==> src/rtl/vdma_pkg.sv <==
// Shared VDMA definitions: frame-size width, frame-sync mode names, stream sideband payload.
package vdma_pkg;

  localparam int unsigned FRAME_W = 16;

  localparam string FS_ON  = "ON";
  localparam string FS_OFF = "OFF";

  typedef logic [FRAME_W-1:0] frame_cnt_t;

  typedef struct packed {
    logic tuser;
    logic tlast;
  } axis_side_t;

  // True when pos is the final index of a dimension of the given (non-zero) size.
  function automatic logic is_last(input frame_cnt_t pos, input frame_cnt_t size);
    return pos == (size - FRAME_W'(1));
  endfunction

endpackage

==> src/rtl/stream_out_port_axis_reg.sv <==
// One-entry AXI4-Stream output register: load captures a beat, accept retires it.
module axis_out_reg
  import vdma_pkg::*;
#(
  parameter int unsigned DSIZE = 24
) (
  input  logic             clk,
  input  logic             rst_n,
  input  logic             i_ce,
  input  logic             i_load,
  input  logic [DSIZE-1:0] i_data,
  input  axis_side_t       i_side,
  input  logic             i_ready,
  output logic [DSIZE-1:0] o_data,
  output axis_side_t       o_side,
  output logic             o_valid
);

  logic [DSIZE-1:0] r_data;
  axis_side_t       r_side;
  logic             r_valid;

  // A load always wins: it either fills an empty slot or replaces a beat accepted this cycle.
  always_ff @(posedge clk or negedge rst_n) begin
    if (!rst_n) begin
      r_data  <= '0;
      r_side  <= '0;
      r_valid <= 1'b0;
    end else if (i_ce) begin
      if (i_load) begin
        r_data  <= i_data;
        r_side  <= i_side;
        r_valid <= 1'b1;
      end else if (r_valid && i_ready) begin
        r_valid <= 1'b0;
      end
    end
  end

  assign o_data  = r_data;
  assign o_side  = r_side;
  assign o_valid = r_valid;

endmodule

==> src/rtl/stream_out_port.sv <==
// VDMA read-side egress: pops the show-ahead FIFO and emits an hactive x vactive AXI4-Stream video frame.
module stream_out_port
  import vdma_pkg::*;
#(
  parameter int unsigned DSIZE      = 24,
  parameter string       FRAME_SYNC = FS_OFF
) (
  input  logic               aclk,
  input  logic               aresetn,
  input  logic               aclken,
  input  logic               enable,
  input  logic [FRAME_W-1:0] vactive,
  input  logic [FRAME_W-1:0] hactive,
  input  logic               fsync,
  input  logic [DSIZE-1:0]   fifo_rdata,
  input  logic               fifo_empty,
  output logic               fifo_rd_en,
  output logic [DSIZE-1:0]   axi_tdata,
  output logic               axi_tvalid,
  input  logic               axi_tready,
  output logic               axi_tuser,
  output logic               axi_tlast,
  output logic               frame_done,
  output logic               busy
);

  localparam bit FS_EN = (FRAME_SYNC == FS_ON);

  typedef enum logic [1:0] {
    ST_IDLE,
    ST_WAIT_FS,
    ST_RUN,
    ST_DRAIN
  } state_t;

  state_t     r_state;
  frame_cnt_t r_h;
  frame_cnt_t r_v;
  frame_cnt_t r_x;
  frame_cnt_t r_y;
  logic       r_fsync_q;
  logic       r_frame_done;
  logic       r_busy;

  logic       w_tvalid;
  logic       w_load;
  logic       w_accept;
  logic       w_x_last;
  logic       w_y_last;
  logic       w_fs_rise;
  logic       w_arm;
  axis_side_t w_side_in;
  axis_side_t w_side_out;

  assign w_x_last  = is_last(r_x, r_h);
  assign w_y_last  = is_last(r_y, r_v);
  assign w_fs_rise = fsync & ~r_fsync_q;
  assign w_arm     = enable && (hactive != '0) && (vactive != '0);

  // The output slot can take a new pixel when empty or when its beat leaves this cycle.
  assign w_load   = aclken && (r_state == ST_RUN) && !fifo_empty && (!w_tvalid || axi_tready);
  assign w_accept = w_tvalid && axi_tready;

  assign w_side_in.tuser = (r_x == '0) && (r_y == '0);
  assign w_side_in.tlast = w_x_last;

  // Frame sequencer: arm, optional fsync gate, pixel walk, drain of the final beat.
  always_ff @(posedge aclk or negedge aresetn) begin
    if (!aresetn) begin
      r_state      <= ST_IDLE;
      r_h          <= '0;
      r_v          <= '0;
      r_x          <= '0;
      r_y          <= '0;
      r_fsync_q    <= 1'b0;
      r_frame_done <= 1'b0;
      r_busy       <= 1'b0;
    end else if (aclken) begin
      r_fsync_q    <= fsync;
      r_frame_done <= 1'b0;
      case (r_state)
        ST_IDLE: begin
          if (w_arm) begin
            r_h     <= hactive;
            r_v     <= vactive;
            r_x     <= '0;
            r_y     <= '0;
            r_busy  <= 1'b1;
            r_state <= FS_EN ? ST_WAIT_FS : ST_RUN;
          end
        end
        ST_WAIT_FS: begin
          if (w_fs_rise) r_state <= ST_RUN;
        end
        ST_RUN: begin
          if (w_load) begin
            if (w_x_last) begin
              r_x <= '0;
              r_y <= r_y + FRAME_W'(1);
              if (w_y_last) r_state <= ST_DRAIN;
            end else begin
              r_x <= r_x + FRAME_W'(1);
            end
          end
        end
        ST_DRAIN: begin
          if (w_accept) begin
            r_frame_done <= 1'b1;
            r_busy       <= 1'b0;
            r_state      <= ST_IDLE;
          end
        end
        default: r_state <= ST_IDLE;
      endcase
    end
  end

  axis_out_reg #(
    .DSIZE (DSIZE)
  ) u_out_reg (
    .clk     (aclk),
    .rst_n   (aresetn),
    .i_ce    (aclken),
    .i_load  (w_load),
    .i_data  (fifo_rdata),
    .i_side  (w_side_in),
    .i_ready (axi_tready),
    .o_data  (axi_tdata),
    .o_side  (w_side_out),
    .o_valid (w_tvalid)
  );

  assign fifo_rd_en = w_load;
  assign axi_tvalid = w_tvalid;
  assign axi_tuser  = w_side_out.tuser;
  assign axi_tlast  = w_side_out.tlast;
  assign frame_done = r_frame_done;
  assign busy       = r_busy;

endmodule

==> config.mk <==
export PLATFORM = sky130hd
export DESIGN_NAME = stream_out_port
export DESIGN_NICKNAME = d
export VERILOG_FILES = /design/src/rtl/vdma_pkg.sv /design/src/rtl/stream_out_port_axis_reg.sv /design/src/rtl/stream_out_port.sv
export SDC_FILE = /design/constraint.sdc
export NUM_CORES = 1
export LEC_CHECK = 0
export BUFFER_PORTS_ARGS = -buffer_cell sky130_fd_sc_hd__buf_2
export CAP_MARGIN = 10
export CORE_ASPECT_RATIO = 0.9
export CORE_MARGIN = 5
export CORE_UTILIZATION = 57
export CTS_BUF_LIST = sky130_fd_sc_hd__clkbuf_16
export DETAILED_ROUTE_END_ITERATION = 10
export PLACE_DENSITY = 0.85
export SYNTH_ARGS = -nofsm -noshare
export SYNTH_HDL_FRONTEND = slang
export SYNTH_SLANG_ARGS = --single-unit
==> constraint.sdc <==
create_clock -name aclk -period 3.6 [get_ports aclk]
set_input_delay 0.36 -clock aclk [delete_from_list [all_inputs] [get_ports aclk]]
set_output_delay 0.36 -clock aclk [all_outputs]
set_load 0.05 [all_outputs]
Word-level counts from Yosys, hierarchy flattened
Index checks and enable logic that the tools add are counted.
{ "word_totals": {"reg_bits": 96, "latch_bits": 0, "rom_bits": 0, "elab_cells": 74, "mem_count": 0, "input_bits": 63, "mem_bits_rw": 0} }
{ "op_classes": {"bitwise_logic": 2, "n_div": 0, "shift": 0, "magnitude_cmp": 0, "n_mul": 0, "n_reduce_logical": 25, "eq_ne": 11, "muxes": 20, "add_sub_neg": 4} }
{ "ops": {"columns": ["cell", "n"], "rows": [
  ["16-bit two-way mux", 5],
  ["16-bit case mux with 2 select lines", 2],
  ["16-bit by 1-bit adder with 16-bit output (second input constant)", 2],
  ["16-bit equality test", 2],
  ["16-bit logical NOT", 2],
  ["16-bit nonzero test", 2],
  ["16-bit by 1-bit subtractor with 16-bit output (second input constant)", 2],
  ["2-bit two-way mux", 6],
  ["2-bit != test (second input constant)", 6],
  ["2-bit case mux with 4 select lines", 1],
  ["4-bit AND reduction", 2],
  ["1-bit logical AND", 7],
  ["7-bit AND reduction", 1],
  ["2-bit nonzero test", 3],
  ["1-bit two-way mux", 5],
  ["5-bit AND reduction", 1],
  ["2-bit equality test (second input constant)", 2],
  ["2-bit AND reduction", 2],
  ["3-bit AND reduction", 1],
  ["2-bit by 1-bit equality test with 1-bit output (second input constant)", 1],
  ["1-bit logical NOT", 2],
  ["2-bit logical NOT", 1],
  ["1-bit case mux with 2 select lines", 1],
  ["1-bit AND", 1],
  ["2 further kinds", 2]
]} }

Logic depth before layout (Yosys ltp)
Gate-level depths: netlist of the first run.
{ "depth": {"ltp_word": 6, "mapped_depth": 11} }

Cells and area by module
A second synthesis of the first run with hierarchy kept.
{ "hier_totals": {"hier_cells": 615, "hier_area_um2": 5705.5} }
{ "modules_own_cells": {"columns": ["mod", "area_each_um2", "cells_per_inst", "seq_area_each_um2", "n_inst"], "rows": [
  ["stream_out_port", 4596.9, 557, 1726.7, 1],
  ["axis_out_reg", 1108.6, 58, 675.6, 1]
]} }

Worst setup path after synthesis of the first run
OpenSTA, ideal clock, no wires.
{ "synth_path": {"path_kind": "reg2reg", "start": "register r_h[3]", "end": "register r_x[10]", "t_required_ns": 3.464, "slack_ns": 0.933, "setup_ns": 0.136, "arrival_time_ns": 2.531, "path_stages_with_launch": 10, "n_path_buf": 2, "period_less_slack_ns": 2.667, "path_cell_list": "dfrtp_1 > buf_6 > or4_4 > o21ai_2 > or4b_1 > nand3_1 > nand4_2 > nor3_2 > buf_2 > nor3_1"} }
{ "synth_via": {"elab_chain_cells": 5} }
{ "synth_rtl": {"columns": ["item", "line", "text"], "rows": [
  ["start: declaration", "stream_out_port.sv:37", "frame_cnt_t r_h;"],
  ["start signal: assignment", "stream_out_port.sv:84", "r_h <= hactive;"],
  ["16-bit by 1-bit subtractor with 16-bit output", "vdma_pkg.sv:18", "return pos == (size - FRAME_W'(1));"],
  ["16-bit equality test", "vdma_pkg.sv:18", null],
  ["16-bit two-way mux", "stream_out_port.sv:97", "if (w_x_last) begin"],
  ["16-bit two-way mux", "stream_out_port.sv:96", "if (w_load) begin"],
  ["16-bit case mux with 2 select lines", "stream_out_port.sv:81", "case (r_state)"],
  ["end signal: assignment", "stream_out_port.sv:102", "r_x <= r_x + FRAME_W'(1);"],
  ["end: declaration", "stream_out_port.sv:39", "frame_cnt_t r_x;"]
]} }
Every way passes these cells. The select of a mux whose other input is x is not followed.
A chain may end at the register's enable or synchronous reset.

Worst setup path after layout of the first run
{ "layout_path": {"start": "register r_h[6]", "end": "register r_y[3]"} }
{ "layout_via": {"elab_chain_cells": 4} }
{ "layout_rtl": {"columns": ["item", "line", "text"], "rows": [
  ["16-bit by 1-bit subtractor with 16-bit output", "vdma_pkg.sv:18", null],
  ["16-bit equality test", "vdma_pkg.sv:18", null],
  ["2-bit != test (no line)", null, null],
  ["5-bit AND reduction (no line)", null, null],
  ["end signal: assignment", "stream_out_port.sv:99", "r_y <= r_y + FRAME_W'(1);"],
  ["end: declaration", "stream_out_port.sv:40", "frame_cnt_t r_y;"]
]} }
Every way passes these cells.

==> run_results.csv, run 1 <==
group,metric,value,unit
detailed_routing,wl,14300,microns
grt,antenna_found_initial,0,
critical_path,cp.required,3870,ps
clocking,htree_levels,3,
sta,clock_skew,11.1,ps
worst_hold_path,hp-class,"primary input to asynchronous set/reset pin",
layout,nets,803,
layout,final_common_cell,"nand2_1",
clocking,root_buffer,"clkbuf_16",
clocking,cts_resized,0,
grt,grt_pass1_wl,24100,microns
detailed_routing,dr.pass1.iters,5,
sta,finalSetupViolCount,0,
detailed_routing,viasPerCell,6.00,
floorplan,initial_core_util,58.0,%
layout,final_util,65.7,%
yosys,synth_cells,665,
detailed_routing,drc,0,
clocking,clk-insertion-delay-late,340,ps
sta,max_freq,321,MHz
yosys,synth-async-reset-ratio,100,%
clocking,cts_tree,"done",
floorplan,die_w,114,microns
layout,antenna_cells,0,
layout,instances_no_fill,865,
sta,rsz0062_at_grt,"false",
critical_path,cp-end-kind,"register",
yosys,ys_ff_latch,96,
power,power.leakage,3.13,nW
clocking,clk_pin_slew_worst_paths,70,ps
sta,setup_tns,0,ps
clocking,numCtsBuffers,9,
yosys,syn_area,0.00560,sq mm
critical_path,crit_slowest_cell,"or4_1",
floorplan,core_area,0.00966,sq mm
floorplan,die_area,0.0119,sq mm
sta,maxSlewHeadroom,38.5,%
placed_design,gp_congestion,0.910,
layout,final_area,0.00635,sq mm
grt,grt_pass1_vias,5066,
power,powerDensity,819,mW/mm^2
clocking,ctsHoldBuffers,0,
yosys,ys_seq_area_share,42.9,%
critical_path,crit_type,"register to register",
layout,final_cell_mix,"nand2_1, dfrtp_1, buf_2",
yosys,syn_nets,734,
detailed_routing,drt-initial-drc-count,387,
grt,track_usage,24.4,%
power,power,5.20,mW
sta,worst_slew_pin_slew,923,ps
yosys,syn_avg_cell_area,8.42,sq um
yosys,ys_warn_count,0,
grt,grt_max_degree,73,
placed_design,placedCellCount,849,
yosys,synth-edff-count,0,
placed_design,numPortBuffers,92,
grt,grt_overflow,0,
yosys,synth.distinct_cells,66,
detailed_routing,ant_nets,0,
detailed_routing,wl_per_cell,16.5,microns
yosys,synth_flop_cell,"dfrtp_1",
layout,syn2layout_area_growth,13.3,%
flow_run,maxCapViolations,0,
sta,slew_viol_final,0,
critical_path,cp_data_arrival_time,3380,ps
sta,hold_viol_final,0,
clocking,clockBufferDepth,2,
sta,period_share,86.5,%
floorplan,die_h,104,microns
placed_design,placed_cell_area,0.00608,sq mm
floorplan,num_rows,34,
layout,drive_gt1_share,17.3,%
placed_design,hpwl,10100,microns
critical_path,path_max_fanout,11,
clocking,cts_sinks,96,
clocking,postCtsSetupRepairBufs,0,
critical_path,start_kind,"register",
power,max-vdd-ir-drop,0.000609,V
critical_path,max_stage_delay,590,ps
sta,post-route-min-period,3110,ps
floorplan,io_pins,93,
critical_path,cp_cell_sequence,"nor4_1 -> nand4_1 -> nand4bb_1 -> nand3_1 -> nand4_2 -> or4_1 -> a21oi_1",
detailed_routing,vias,5187,
run_status,outcome,"complete, no violations",
worst max-delay path, delay by kind of cell (launching register included):
| kind | cells | cell delay, ps |
|---|---|---|
| AND/OR/NAND/NOR | 6 | 2400 |
| flip-flops | 1 | 470 |
| AO/OA/AOI/OAI | 1 | 160 |
area by class of cell:
class / count / area (sq um)
clock buffers: 9 / 225
fillers: 756 / 3310
multi-input cells: 509 / 2930
well taps: 126 / 158
repair buffers: 98 / 508
clock inverters: 7 / 45.0
inverters: 20 / 75.1
flip-flops and latches: 96 / 2400
metrics by stage:
| stage | setup slack (ps) | hold slack, ps |
|---|---|---|
| after CTS | 532 | 173 |
| after detailed placement | 614 | 457 |
| after global placement | 790 | 453 |
| after global routing | 287 | 208 |
| after floorplan | 933 | 64.4 |
| final | 487 | 154 |
cells by family after synthesis:
logic type	after synthesis	synth area share (%)
adders and majority gates	6	1.34
buffers and inverters	60	4.80
and+or+nand+nor	378	33.1
muxes	12	2.17
AOI/OAI and AO/OA	62	7.71
DFF	96	42.9
xor gates and xnor gates	51	7.98
state kept, by name (all words and copies together) (netlist names):
register and count:
busy 1, frame_done 1, r_fsync_q 1, r_h 16
r_state 2, r_v 16, r_x 16, r_y 16
u_out_reg.o_data 24, u_out_reg.o_side 2, u_out_reg.o_valid 1
final timing paths:
kind	slack (ps)	from	endpoint	cells past startpoint
worst min register to register	470	u_out_reg.o_data[22]	u_out_reg.o_data[22]	2
worst max-delay path	490	r_h[6]	r_y[3]	7
min in group aclk	200	fifo_rdata[22]	u_out_reg.o_data[22]	3
max in group asynchronous	2600	aresetn	u_out_reg.o_data[13]	2
worst min-delay path	150	aresetn	r_h[4]	1
worst max register to register	490	r_h[6]	r_y[3]	7
metal layers:
layer | vias to the layer above | GRT usage, % | part of all wire [%]
met1 | 2500 | 33.1 | 43
met2 | 228 | 38.0 | 48
met5 | - | 0 | 0
met3 | 25 | 6.92 | 8.0
li1 | 2434 | - | -
met4 | 0 | 7.29 | 1.3
report_power, final:
group | internal, mW | switching [mW]
combinational | 0.778 | 1.57
sequential | 1.46 | 0.496
clock | 0.470 | 0.427
total | 2.71 | 2.49
cell usage after synthesis (all sizes together) (16+ instances only):
| library cell | instances | area share (%) |
|---|---|---|
| nand4 | 19 | 2.2 |
| nor2 | 20 | 1.3 |
| nand2 | 195 | 13 |
| nand3 | 25 | 2.2 |
| clkbuf | 27 | 1.9 |
| nor4 | 25 | 2.9 |
| xor2 | 25 | 3.9 |
| xnor2 | 26 | 4.1 |
| o21ai | 16 | 1.5 |
| nor3 | 28 | 2.6 |
| inv | 19 | 1.3 |
| dfrtp | 96 | 43 |
Power figures use the tool's default switching activity.
==> inputs of run 2 (changes only) <==
--- a/config.mk
+++ b/config.mk
@@ -6,13 +6,14 @@
 export NUM_CORES = 1
 export LEC_CHECK = 0
 export BUFFER_PORTS_ARGS = -buffer_cell sky130_fd_sc_hd__buf_2
-export CAP_MARGIN = 10
+export CAP_MARGIN = 20
 export CORE_ASPECT_RATIO = 0.9
 export CORE_MARGIN = 5
 export CORE_UTILIZATION = 57
 export CTS_BUF_LIST = sky130_fd_sc_hd__clkbuf_16
 export DETAILED_ROUTE_END_ITERATION = 10
 export PLACE_DENSITY = 0.85
+export REMOVE_ABC_BUFFERS = 1
 export SYNTH_ARGS = -nofsm -noshare
 export SYNTH_HDL_FRONTEND = slang
 export SYNTH_SLANG_ARGS = --single-unit
==> run 2 against run 1 <==
Against the previous run: wire length is 2.0% higher; critical endpoint is now r_y[2]; combinational power hardly changed; count of clock-buffer cells in the layout stayed put; highest routed layer unchanged; non-clock buffer count up 4; power increased by 2.1%; sequential power hardly changed; final cell count up 0.46%; clock power is 9.3% higher; via count grew 0.46%; worst hold slack better by 43 ps.
==> run_results.csv, run 2 (same netlist as run 1, synthesis figures left out) <==
group,metric,value,unit
layout,final_area,0.00643,sq mm
placed_design,numPortBuffers,92,
grt,grt_overflow,0,
layout,final_common_cell,"nand2_1",
sta,period_share,81.5,%
clocking,htree_levels,3,
power,powerDensity,825,mW/mm^2
critical_path,crit_start,"r_h[2]",
clocking,cts_sinks,96,
sta,worst_slew_pin_slew,753,ps
placed_design,placed_cell_area,0.00609,sq mm
detailed_routing,drt-initial-drc-count,380,
layout,syn2layout_area_growth,14.9,%
sta,finalSetupViolCount,0,
grt,grt_max_degree,80,
sta,slew_viol_final,0,
detailed_routing,viasPerCell,6.00,
detailed_routing,dr.pass1.iters,4,
detailed_routing,wl,14600,microns
placed_design,gp_congestion,0.904,
critical_path,timing.rr.start,"r_h[2]",
floorplan,initial_core_util,58.0,%
detailed_routing,ant_nets,0,
flow_run,maxCapViolations,0,
sta,layout_setup_ws,666,ps
sta,hold_viol_final,0,
floorplan,die_w,114,microns
sta,maxSlewHeadroom,49.3,%
floorplan,die_h,104,microns
layout,largest_reg_flops,24,
critical_path,start_kind,"register",
clocking,cts_resized,0,
detailed_routing,wl_per_cell,16.7,microns
grt,grt_pass1_wl,24500,microns
critical_path,reg2reg_slack,670,ps
floorplan,die_area,0.0119,sq mm
detailed_routing,drc,0,
worst_hold_path,hp-class,"primary input to register",
sta,clock_skew,6.38,ps
clocking,numCtsBuffers,9,
placed_design,hpwl,10400,microns
clocking,clk-insertion-delay-late,350,ps
power,max-vdd-ir-drop,0.000628,V
critical_path,cp-end-kind,"register",
critical_path,crit_type,"register to register",
clocking,root_buffer,"clkbuf_16",
placed_design,detailedPlace.worstSlack,697,ps
power,power.leakage,3.16,nW
critical_path,path_max_fanout,8,
grt,track_usage,25.0,%
run_status,outcome,"complete, no violations",
sta,max_freq,341,MHz
floorplan,io_pins,93,
clocking,cts_tree,"done",
floorplan,core_area,0.00966,sq mm
critical_path,cp_data_arrival_time,3210,ps
grt,antenna_found_initial,0,
layout,instances_no_fill,869,
detailed_routing,vias,5211,
layout,final_cell_mix,"nand2_1, dfrtp_1, buf_2",
sta,fin_hold_ws,198,ps
grt,grt_pass1_vias,5193,
layout,final_util,66.6,%
sta,post-route-min-period,2930,ps
floorplan,num_rows,34,
layout,drive_gt1_share,17.6,%
clocking,clk_pin_slew_worst_paths,70,ps
clocking,clockBufferDepth,2,
layout,antenna_cells,0,
layout,nets,807,
critical_path,cp.required,3880,ps
placed_design,placedCellCount,851,
worst_hold_path,hp-start,"fifo_rdata[11]",
sta,rsz0062_at_grt,"false",
clocking,postCtsSetupRepairBufs,0,
==> run 2: cell count changes in the layout (fill, tap and decap cells not counted) <==
cell	previous run	this run
buf_16	0	1
buf_4	7	9
clkinvlp_4	0	2
dlygate4sd3_1	0	1
bufinv_16	0	1
inv_8	0	1
inv_6	3	2
clkinv_2	3	0
==> run 2: per-stage QoR <==
stage               power [mW]  TNS (ps)
floorplan                 3.60    -14500
global route              5.64         0
CTS                       5.28         0
global placement          4.15         0
detailed placement        4.28         0
finish                    5.31         0
==> run 2: final cells by class <==
class	count	area, sq um
Clock buffer	9	225
Clock inverter	7	77.6
Fill cell	745	3220
Inverter	20	75.1
Multi-Input combinational cell	509	2930
Sequential cell	96	2400
Tap cell	126	158
Timing Repair Buffer	102	561
==> run 2: metal layers <==
metal  part of all wire [%]  up-vias  global-route usage, %
met2                     46      247                   38.3
met3                    9.8       27                   7.21
met5                      0        -                      0
met4                    1.7        0                   8.23
met1                     43     2488                   33.9
li1                       -     2449                      -
==> run 2: worst paths after layout <==
check	end	depth (start not counted)
min	u_out_reg.o_data[11]	3
max reg2reg	r_y[2]	7
max	r_y[2]	7
min in group asynchronous	u_out_reg.o_data[7]	2
max in group asynchronous	r_v[8]	4
min reg2reg	u_out_reg.o_data[17]	2
==> run 2: what timing repair did <==
item,in CTS,in global routing
endpoints found under the hold margin,0,6
hold buffers,0,1
endpoints found under the setup margin,0,0
==> run 2: worst max-delay path, stage by stage, from the launching register on <==
cell and delay [ps]:
dfrtp_1 460, or4_4 600, o21ai_2 150, or4b_1 480
a311oi_1 360, nand4_1 220, or4_1 510, o21ai_1 80
==> run 2: power by group <==
part / internal (mW) / switching [mW]
Sequential: 1.46 / 0.496
Combinational: 0.798 / 1.57
Clock: 0.546 / 0.433
Total: 2.81 / 2.50
